<file path="src/rtl/interrupt_controller_if.sv">
// CPU memory bus seen by the interrupt controller: 12-bit address, 4-bit data,
// separate read/write strobes and a registered read-data return path.
interface interrupt_controller_if;
    logic [11:0] bus_addr;
    logic        bus_write_en;
    logic        bus_read_en;
    logic [3:0]  bus_data_in;
    logic [3:0]  bus_data_out;
    logic        bus_data_valid;

    modport master (
        output bus_addr,
        output bus_write_en,
        output bus_read_en,
        output bus_data_in,
        input  bus_data_out,
        input  bus_data_valid
    );

    modport slave (
        input  bus_addr,
        input  bus_write_en,
        input  bus_read_en,
        input  bus_data_in,
        output bus_data_out,
        output bus_data_valid
    );
endinterface

</file>
<file path="src/rtl/interrupt_controller.sv">
// Interrupt controller: latches peripheral events into clear-on-read factor
// flags, gates them with software masks and drives a registered request vector.
// Optional feature macro: INT_INPUT_EDGE_EN (K inputs synchronized and
// rising-edge detected instead of being taken as ready-made pulses).
module interrupt_controller #(
    parameter logic [11:0] BASE_ADDR = 12'hF00
) (
    input  logic                          clk,
    input  logic                          reset,
    input  logic                          clk_en,
    input  logic [3:0]                    timer_evt,
    input  logic [1:0]                    stopwatch_evt,
    input  logic                          prog_timer_evt,
    input  logic                          serial_evt,
    input  logic [3:0]                    input_k0,
    input  logic [3:0]                    input_k1,
    interrupt_controller_if.slave         bus,
    output logic [14:0]                   interrupt_req
);

    localparam int unsigned ADDR_W = 12;
    localparam int unsigned DATA_W = 4;
    localparam int unsigned REQ_W  = 15;
    localparam int unsigned K_W    = 8;

    // Factor flags
    logic [3:0] it_q,   it_d;
    logic [1:0] isw_q,  isw_d;
    logic       ipt_q,  ipt_d;
    logic       isio_q, isio_d;
    logic       ik0_q,  ik0_d;
    logic       ik1_q,  ik1_d;

    // Masks
    logic [3:0] eit_q,   eit_d;
    logic [1:0] eisw_q,  eisw_d;
    logic       eipt_q,  eipt_d;
    logic       eisio_q, eisio_d;
    logic [3:0] eik0_q,  eik0_d;
    logic [3:0] eik1_q,  eik1_d;

    // Registered outputs
    logic [DATA_W-1:0] data_out_q, data_out_d;
    logic              data_valid_q, data_valid_d;
    logic [REQ_W-1:0]  req_q, req_d;

    // Address decode
    logic [ADDR_W-1:0] offs;
    logic              reg_hit;
    logic              is_mask;
    logic [2:0]        sel;
    logic              rd_fire;
    logic              wr_fire;
    logic [DATA_W-1:0] rd_data;
    logic [K_W-1:0]    k_pulse;

    assign offs    = bus.bus_addr - BASE_ADDR;
    assign reg_hit = (offs[ADDR_W-1:5] == '0) && !offs[3] && (offs[2:0] < 3'd6);
    assign is_mask = offs[4];
    assign sel     = offs[2:0];
    assign rd_fire = clk_en && bus.bus_read_en && reg_hit;
    assign wr_fire = clk_en && bus.bus_write_en && reg_hit && is_mask;

`ifdef INT_INPUT_EDGE_EN
    logic [K_W-1:0] sync1_q, sync2_q, prev_q;

    // Two-flop synchronizer plus previous-value register for rising-edge detection
    always_ff @(posedge clk) begin
        if (reset) begin
            sync1_q <= '0;
            sync2_q <= '0;
            prev_q  <= '0;
        end else if (clk_en) begin
            sync1_q <= {input_k1, input_k0};
            sync2_q <= sync1_q;
            prev_q  <= sync2_q;
        end
    end

    assign k_pulse = sync2_q & ~prev_q;
`else
    assign k_pulse = {input_k1, input_k0};
`endif

    // Read-data multiplexer over the factor and mask registers; unused bits read 0
    always_comb begin
        rd_data = '0;
        case ({is_mask, sel})
            4'b0_000: rd_data = it_q;
            4'b0_001: rd_data = {2'b00, isw_q};
            4'b0_010: rd_data = {3'b000, ipt_q};
            4'b0_011: rd_data = {3'b000, isio_q};
            4'b0_100: rd_data = {3'b000, ik0_q};
            4'b0_101: rd_data = {3'b000, ik1_q};
            4'b1_000: rd_data = eit_q;
            4'b1_001: rd_data = {2'b00, eisw_q};
            4'b1_010: rd_data = {3'b000, eipt_q};
            4'b1_011: rd_data = {3'b000, eisio_q};
            4'b1_100: rd_data = eik0_q;
            4'b1_101: rd_data = eik1_q;
            default:  rd_data = '0;
        endcase
    end

    // Next-state: flag set/clear, mask writes, read return and request vector
    always_comb begin
        it_d         = it_q;
        isw_d        = isw_q;
        ipt_d        = ipt_q;
        isio_d       = isio_q;
        ik0_d        = ik0_q;
        ik1_d        = ik1_q;
        eit_d        = eit_q;
        eisw_d       = eisw_q;
        eipt_d       = eipt_q;
        eisio_d      = eisio_q;
        eik0_d       = eik0_q;
        eik1_d       = eik1_q;
        data_out_d   = data_out_q;
        data_valid_d = 1'b0;
        req_d        = req_q;

        if (clk_en) begin
            // Clear-on-read first, then OR in new events so a coincident event survives
            if (rd_fire && !is_mask) begin
                case (sel)
                    3'd0:    it_d   = '0;
                    3'd1:    isw_d  = '0;
                    3'd2:    ipt_d  = 1'b0;
                    3'd3:    isio_d = 1'b0;
                    3'd4:    ik0_d  = 1'b0;
                    3'd5:    ik1_d  = 1'b0;
                    default: ;
                endcase
            end
            it_d   = it_d | timer_evt;
            isw_d  = isw_d | stopwatch_evt;
            ipt_d  = ipt_d | prog_timer_evt;
            isio_d = isio_d | serial_evt;
            ik0_d  = ik0_d | (|(k_pulse[3:0] & eik0_q));
            ik1_d  = ik1_d | (|(k_pulse[7:4] & eik1_q));

            if (wr_fire) begin
                case (sel)
                    3'd0:    eit_d   = bus.bus_data_in;
                    3'd1:    eisw_d  = bus.bus_data_in[1:0];
                    3'd2:    eipt_d  = bus.bus_data_in[0];
                    3'd3:    eisio_d = bus.bus_data_in[0];
                    3'd4:    eik0_d  = bus.bus_data_in;
                    3'd5:    eik1_d  = bus.bus_data_in;
                    default: ;
                endcase
            end

            if (rd_fire) begin
                data_out_d   = rd_data;
                data_valid_d = 1'b1;
            end

            req_d = {8'b0,
                     |(it_q & eit_q),
                     |(isw_q & eisw_q),
                     ik0_q,
                     ik1_q,
                     isio_q & eisio_q,
                     ipt_q & eipt_q,
                     1'b0};
        end
    end

    // State and output registers with synchronous reset
    always_ff @(posedge clk) begin
        if (reset) begin
            it_q         <= '0;
            isw_q        <= '0;
            ipt_q        <= 1'b0;
            isio_q       <= 1'b0;
            ik0_q        <= 1'b0;
            ik1_q        <= 1'b0;
            eit_q        <= '0;
            eisw_q       <= '0;
            eipt_q       <= 1'b0;
            eisio_q      <= 1'b0;
            eik0_q       <= '0;
            eik1_q       <= '0;
            data_out_q   <= '0;
            data_valid_q <= 1'b0;
            req_q        <= '0;
        end else begin
            it_q         <= it_d;
            isw_q        <= isw_d;
            ipt_q        <= ipt_d;
            isio_q       <= isio_d;
            ik0_q        <= ik0_d;
            ik1_q        <= ik1_d;
            eit_q        <= eit_d;
            eisw_q       <= eisw_d;
            eipt_q       <= eipt_d;
            eisio_q      <= eisio_d;
            eik0_q       <= eik0_d;
            eik1_q       <= eik1_d;
            data_out_q   <= data_out_d;
            data_valid_q <= data_valid_d;
            req_q        <= req_d;
        end
    end

    assign bus.bus_data_out   = data_out_q;
    assign bus.bus_data_valid = data_valid_q;
    assign interrupt_req      = req_q;

endmodule

</file>
<file path="src/flat_wrapper.sv">
// flat-port wrapper written by rule: the top's interface ports become plain ports
module interrupt_controller_flat 
#(
    parameter logic [11:0] BASE_ADDR = 12'hF00
)
  (clk, reset, clk_en, timer_evt, stopwatch_evt, prog_timer_evt, serial_evt, input_k0, input_k1, interrupt_req, bus_bus_addr, bus_bus_write_en, bus_bus_read_en, bus_bus_data_in, bus_bus_data_out, bus_bus_data_valid);
  interrupt_controller_if bus_i ();
  input  logic clk;
  input  logic reset;
  input  logic clk_en;
  input  logic [3:0] timer_evt;
  input  logic [1:0] stopwatch_evt;
  input  logic prog_timer_evt;
  input  logic serial_evt;
  input  logic [3:0] input_k0;
  input  logic [3:0] input_k1;
  output logic [14:0] interrupt_req;
  input wire logic [$bits(bus_i.bus_addr)-1:0] bus_bus_addr;
  input wire logic [$bits(bus_i.bus_write_en)-1:0] bus_bus_write_en;
  input wire logic [$bits(bus_i.bus_read_en)-1:0] bus_bus_read_en;
  input wire logic [$bits(bus_i.bus_data_in)-1:0] bus_bus_data_in;
  output wire logic [$bits(bus_i.bus_data_out)-1:0] bus_bus_data_out;
  output wire logic [$bits(bus_i.bus_data_valid)-1:0] bus_bus_data_valid;
  assign bus_i.bus_addr = bus_bus_addr;
  assign bus_i.bus_write_en = bus_bus_write_en;
  assign bus_i.bus_read_en = bus_bus_read_en;
  assign bus_i.bus_data_in = bus_bus_data_in;
  assign bus_bus_data_out = bus_i.bus_data_out;
  assign bus_bus_data_valid = bus_i.bus_data_valid;
  interrupt_controller #(.BASE_ADDR(BASE_ADDR)) u_core (.clk(clk), .reset(reset), .clk_en(clk_en), .timer_evt(timer_evt), .stopwatch_evt(stopwatch_evt), .prog_timer_evt(prog_timer_evt), .serial_evt(serial_evt), .input_k0(input_k0), .input_k1(input_k1), .bus(bus_i), .interrupt_req(interrupt_req));
endmodule
</file>
<file path="config.mk">
export PLATFORM = sky130hd
export DESIGN_NAME = interrupt_controller_flat
export DESIGN_NICKNAME = d
export VERILOG_FILES = /design/src/rtl/interrupt_controller_if.sv /design/src/rtl/interrupt_controller.sv /design/src/flat_wrapper.sv
export SDC_FILE = /design/constraint.sdc
export NUM_CORES = 1
export LEC_CHECK = 0
export CORE_AREA = 2 2 76 78
export DETAILED_ROUTE_END_ITERATION = 7
export DIE_AREA = 0 0 78 80
export PLACE_DENSITY = 0.67
export SLEW_MARGIN = 10
export SYNTH_ARGS = -nofsm -noshare
export SYNTH_HDL_FRONTEND = slang
export SYNTH_SLANG_ARGS = --single-unit
</file>
<file path="constraint.sdc">
create_clock -name clk -period 2.1 [get_ports clk]
set_input_delay 0.315 -clock clk [delete_from_list [all_inputs] [get_ports clk]]
set_output_delay 0.315 -clock clk [all_outputs]
set_load 0.02 [all_outputs]
</file>
# After elaboration in Yosys (flattened, before gate mapping)
# Index checks and enable logic that the tools add are counted.
# W data, S select, Z words.
[word_totals]
regBits = 37
in_bits = 37
out_inout_bits = 20
elab_cells = 91
[op_classes]
addsub = 1
magnitude_cmp = 1
eq_ne = 16
muxes = 20
n_bitwise = 13
n_reduce_logical = 25
[ops]
columns = ["operator", "n"]
rows = [
  ["$pmux W4 S12", 1],
  ["$eq A4 B4 Y1 const B", 6],
  ["$reduce_and A3 Y1", 6],
  ["$mux W1", 13],
  ["$and A4 B4 Y4", 3],
  ["$mux W4", 3],
  ["$reduce_or A4 Y1", 3],
  ["$sub A12 B12 Y12 const B", 1],
  ["$eq A4 B2 Y1 const B", 2],
  ["$eq A4 B3 Y1 const B", 2],
  ["$logic_and A1 B1 Y1", 8],
  ["$logic_not A7 Y1", 1],
  ["$eq A3 B2 Y1 const B", 2],
  ["$eq A3 B3 Y1 const B", 2],
  ["$mux W2", 3],
  ["$eq A4 B1 Y1 const B", 1],
  ["$logic_not A4 Y1", 1],
  ["$or A1 B1 Y1", 4],
  ["$or A4 B4 Y4", 1],
  ["$reduce_or A2 Y1", 2],
  ["$eq A3 B1 Y1 const B", 1],
  ["$logic_not A3 Y1", 1],
  ["$lt A3 B3 Y1 const B", 1],
  ["$and A1 B1 Y1", 2],
  ["other kinds (5)", 6],
]

# Logic depth before layout (Yosys ltp)
[depth]
depth_word = 9
ltp_mapped = 6
depth_no_buf = 5

# Worst setup path after synthesis
# Ideal clock, no wire load.
[synth_path]
path_kind = "input -> register"
start = "input port bus_bus_addr[8]"
end = "register u_core.isw_q[0]"
setup_ns = 0.132
arrival_time_ns = 1.522
required_time_ns = 1.968
setup_slack_ns = 0.446
stages = 6
n_path_buf = 1
path_cell_list = "ha_1 -> and4bb_2 -> nand3_2 -> buf_2 -> o31ai_1 -> a21oi_1"
[synth_via]
elab_chain_len = 9
[synth_lines]
columns = ["item", "line_no", "source"]
rows = [
  ["start, declared", "flat_wrapper.sv:18", "input wire logic [$bits(bus_i.bus_addr)-1:0] bus_bus_addr;"],
  ["$sub A12 B12 Y12", "interrupt_controller.sv:57", "assign offs = bus.bus_addr - BASE_ADDR;"],
  ["$logic_not A7 Y1", "interrupt_controller.sv:58", "assign reg_hit = (offs[ADDR_W-1:5] == '0) && !offs[3] && (offs[2:0] < 3'd6);"],
  ["$logic_and A1 B1 Y1 (2 in series)", "interrupt_controller.sv:58", ""],
  ["$logic_and A1 B1 Y1", "interrupt_controller.sv:61", "assign rd_fire = clk_en && bus.bus_read_en && reg_hit;"],
  ["$logic_and A1 B1 Y1", "interrupt_controller.sv:125", "if (rd_fire && !is_mask) begin"],
  ["$mux W2", "interrupt_controller.sv:125", ""],
  ["$mux W2", "interrupt_controller.sv:123", "if (clk_en) begin"],
  ["$or A2 B2 Y2", "interrupt_controller.sv:137", "isw_d = isw_d | stopwatch_evt;"],
  ["end signal, assigned", "interrupt_controller.sv:191", "isw_q <= isw_d;"],
  ["end, declared", "interrupt_controller.sv:28", "logic [1:0] isw_q, isw_d;"],
]
# No other way between the ends. The select of a mux whose other input is x is not followed.
# A chain may end at the register's enable or synchronous reset.

# Worst setup path in the final report
[layout_path]
start = "input port bus_bus_addr[9]"
end = "register u_core.it_q[3]"
[layout_via]
elab_chain_len = 9
[layout_lines]
columns = ["item", "line_no", "source"]
rows = [
  ["$sub A12 B12 Y12", "interrupt_controller.sv:57", ""],
  ["$logic_not A7 Y1", "interrupt_controller.sv:58", ""],
  ["$logic_and A1 B1 Y1 (2 in series)", "interrupt_controller.sv:58", ""],
  ["$logic_and A1 B1 Y1", "interrupt_controller.sv:61", ""],
  ["$logic_and A1 B1 Y1", "interrupt_controller.sv:125", ""],
  ["$mux W4", "interrupt_controller.sv:125", ""],
  ["$mux W4", "interrupt_controller.sv:123", ""],
  ["$or A4 B4 Y4", "interrupt_controller.sv:136", "it_d = it_d | timer_evt;"],
  ["end signal, assigned", "interrupt_controller.sv:190", "it_q <= it_d;"],
  ["end, declared", "interrupt_controller.sv:27", "logic [3:0] it_q, it_d;"],
]
# No other way between the ends. The select of a mux whose other input is x is not followed.

==> summary.md <==
| Metric | Value |
|---|---|
| Class of the tightest hold or removal check | reg2reg |
| Slowest cell on the critical path | clkdlybuf4s50_1 |
| Static leakage | 0.952 nW |
| Worst-skew pair later-pin latency | 290 ps |
| Post-detailed-placement half-perimeter wirelength | 4.41 mm |
| Drc violations | 0 |
| Clock root cell | clkbuf_8 |
| Highest cell delay on the worst timing path | 480 ps |
| Library cell occupying the most area in the post-synthesis netlist | dfxtp_1 |
| Total overflow reported by the global router | 0 |
| Global-route wire length before repair | 9.59 mm |
| Area of placed instances | 2660 sq um |
| Post-synth EDFFs | 0 |
| Sequential-to-total area share from yosys stat | 0.351 |
| Number of global-route vias before repair | 2039 |
| Netlist Area Pre-Place | 2110 sq um |
| Register bit count reported by yosys | 37 |
| Antenna Diode Count | 0 |
| Type of element capturing the critical path | register |
| Antenna violations before repair | 0 |
| Top-count cell post-synth | dfxtp_1 |
| Sinks on Clock Net | 37 |
| Number of setup violations in the final report | 0 |
| Warnings, synthesis | 0 |
| Worst Setup Path Type | in2reg |
| Pin count of the biggest net entering global routing | 30 |
| Syn Inst Count | 237 |
| Final Wtd Congestion | 0.923 |
| Number of distinct library cell variants in the gate-level netlist after synthesis | 48 |
| Final Max Tran Viols | 0 |
| CTS tree | yes |
| Number of buffers on the longest clock path | 2 |
| Final Routed Wirelength | 5.82 mm |
| Status | finished clean |
| Final critical-path required period | 1950 ps |
| Ys flop type | dfxtp_1 |
| Worst hold slack across all endpoints | 475 ps |
| CP Data Required Time | 2280 ps |
| Synth top area share | 0.351 |
| CORE AREA | 5410 sq um |
| Fin Clk Skew | 6.39 ps |
| Max cap viols | 0 |
| Total clock buffers created by CTS | 5 |
| Crit Path Max Fanout | 20 |
| Die Wd | 78 microns |
| Average vias per placed instance | 5.70 |
| Worst Path Arrival | 2120 ps |
| Power per standard cell area | 581 nW/um^2 |
| Ratio of cells with drive above 1 in the final layout | 0.144 |
| # port buffers | 47 |
| Startpoint kind of the worst setup timing path | input pin |
| IO Count | 57 |
| Total global-route track usage | 0.198 |
| Final period utilization | 0.926 |
| Total vias in the final route | 2070 |
| Highest clock frequency the design can meet | 514 MHz |
| Top post-synthesis cells by area | dfxtp_1 35%, a21oi_1 7.1%, o31ai_1 7.1%, nand4_1 5.3%, mux4_2 4.3% |
| Pre-Repair DR Iteration Count | 4 |
| Final nets | 328 |
| Drt initial violations | 137 |
| Detail Route Antenna Nets | 0 |
| Post-layout instance area | 2780 sq um |
| Cts repair resizes | 0 |
| VDD IR-drop max | 0.000303 V |
| RSZ-0062 raised after global routing | no |
| Maximum level of the CTS H-tree | 2 |
| Number of buffers inserted by hold repair at cts | 0 |
| List of most frequent post-synthesis cells | 37 x dfxtp_1, 30 x a21oi_1, 20 x o31ai_1 |
| Number of buffers added for setup after CTS | 0 |
| Effective utilization at floorplan | 0.391 |
| Post-Syn Area per Cell | 8.91 sq um |
| Average wire per cell in the routed design | 16.0 microns |
| Critical path cell sequence | clkdlybuf4s50_1 > ha_1 > and4bb_2 > nand3_2 > buf_4 > o31ai_1 > a21oi_1 |
| Fraction of registers with async set/reset | 0 |
| Relative area change from synthesis to final layout | 31.6% |
| Clock slew at the register clock pins of the worst setup and hold paths | 70 ps |
| Number of rows created at floorplan | 27 |
| Final hold violations | 0 |
| Die Area | 6240 sq um |
| Die extent in y | 80 microns |
[layer usage]
layer	global-route usage	vias up	wire length, microns
met3	0.0464	13	324
met2	0.343	67	2850
li1	-	1000	-
met1	0.238	990	2490
met4	0.0772	0	148
met5	0	-	0
[worst paths after layout]
kind | startpoint | end | slack, ps | cells after the start
min | u_core.interrupt_req[2]$_SDFFE_PP0P_ | u_core.interrupt_req[2]$_SDFFE_PP0P_ | 480 | 2
max reg2reg | u_core.eit_q[0]$_SDFFE_PP0P_ | u_core.bus.bus_data_out[0]$_SDFFE_PP0P_ | 690 | 4
max | bus_bus_addr[9] | u_core.it_q[3]$_SDFFE_PP0P_ | 150 | 7
min reg2reg | u_core.interrupt_req[2]$_SDFFE_PP0P_ | u_core.interrupt_req[2]$_SDFFE_PP0P_ | 480 | 2
[critical path: cells and delay by family]
family | cells | cell delay (ps)
compound gates | 2 | 390
fa+ha+maj | 1 | 220
simple gates | 2 | 450
buf+inv | 2 | 730
[state kept, by name (all words and copies together), names as in the netlist]
register / flops
u_core.eik0_q: 4
u_core.it_q: 4
u_core.ipt_q: 1
u_core.eipt_q: 1
u_core.isio_q: 1
u_core.bus.bus_data_out: 4
u_core.eisio_q: 1
u_core.ik0_q: 1
u_core.ik1_q: 1
u_core.eit_q: 4
u_core.isw_q: 2
u_core.eisw_q: 2
u_core.interrupt_req: 6
u_core.eik1_q: 4
u_core.bus.bus_data_valid: 1
[power breakdown]
group | leakage [nW] | switching [mW] | total [mW] | internal [mW]
sequential | 0.300 | 0.00965 | 0.723 | 0.714
clock | 0.0585 | 0.253 | 0.641 | 0.387
combinational | 0.594 | 0.131 | 0.252 | 0.121
[metrics by stage]
step | power, mW | TNS (ps) | util | setup slack [ps] | instances
after floorplan | 0.880 | 0 | - | 446 | 245
after global placement | 0.988 | -1770 | 0.493 | -83.4 | 355
after detailed placement | 0.989 | -2610 | 0.493 | -137 | 355
after CTS | 1.63 | 0 | 0.514 | 153 | 363
after global routing | 1.68 | 0 | 0.514 | 38.5 | 363
final | 1.62 | 0 | 0.514 | 155 | 363
[layout by cell type (no fill, tap or decap), types with 2 or more instances in the layout]
cell	n
o21ai_0	4
nand2b_1	6
o41ai_1	4
mux4_2	4
nor3_2	3
and4_1	3
a21oi_1	30
mux2i_1	4
nand3b_1	2
a22o_1	5
dfxtp_1	37
nand3_1	10
a22oi_1	3
buf_4	19
and3_1	4
and2b_1	2
o31ai_1	20
a31o_2	2
nor3_1	2
clkbuf_8	6
nor2b_1	2
inv_1	2
nand2_1	14
nand4_1	18
nor2_1	7
a311oi_1	3
conb_1	9
clkdlybuf4s50_1	47
[cell type report]
| type | count | area (sq um) |
|---|---|---|
| repair buffers | 66 | 613 |
| clock inverters | 1 | 30.0 |
| inverters | 2 | 7.51 |
| well taps | 72 | 90.1 |
| multi-input cells | 178 | 1210 |
| clock buffers | 7 | 86.3 |
| flip-flops and latches | 37 | 741 |
| fillers | 505 | 2630 |
[kinds of logic after synthesis]
kind of cell	synth area share
buf+inv	0.0895
xor+xnor	0.00770
flops	0.351
fa+ha+maj	0.00592
other cells	0.00178
mux	0.0669
compound gates	0.253
simple gates	0.225
No activity file was read; power rests on OpenSTA's default activity.
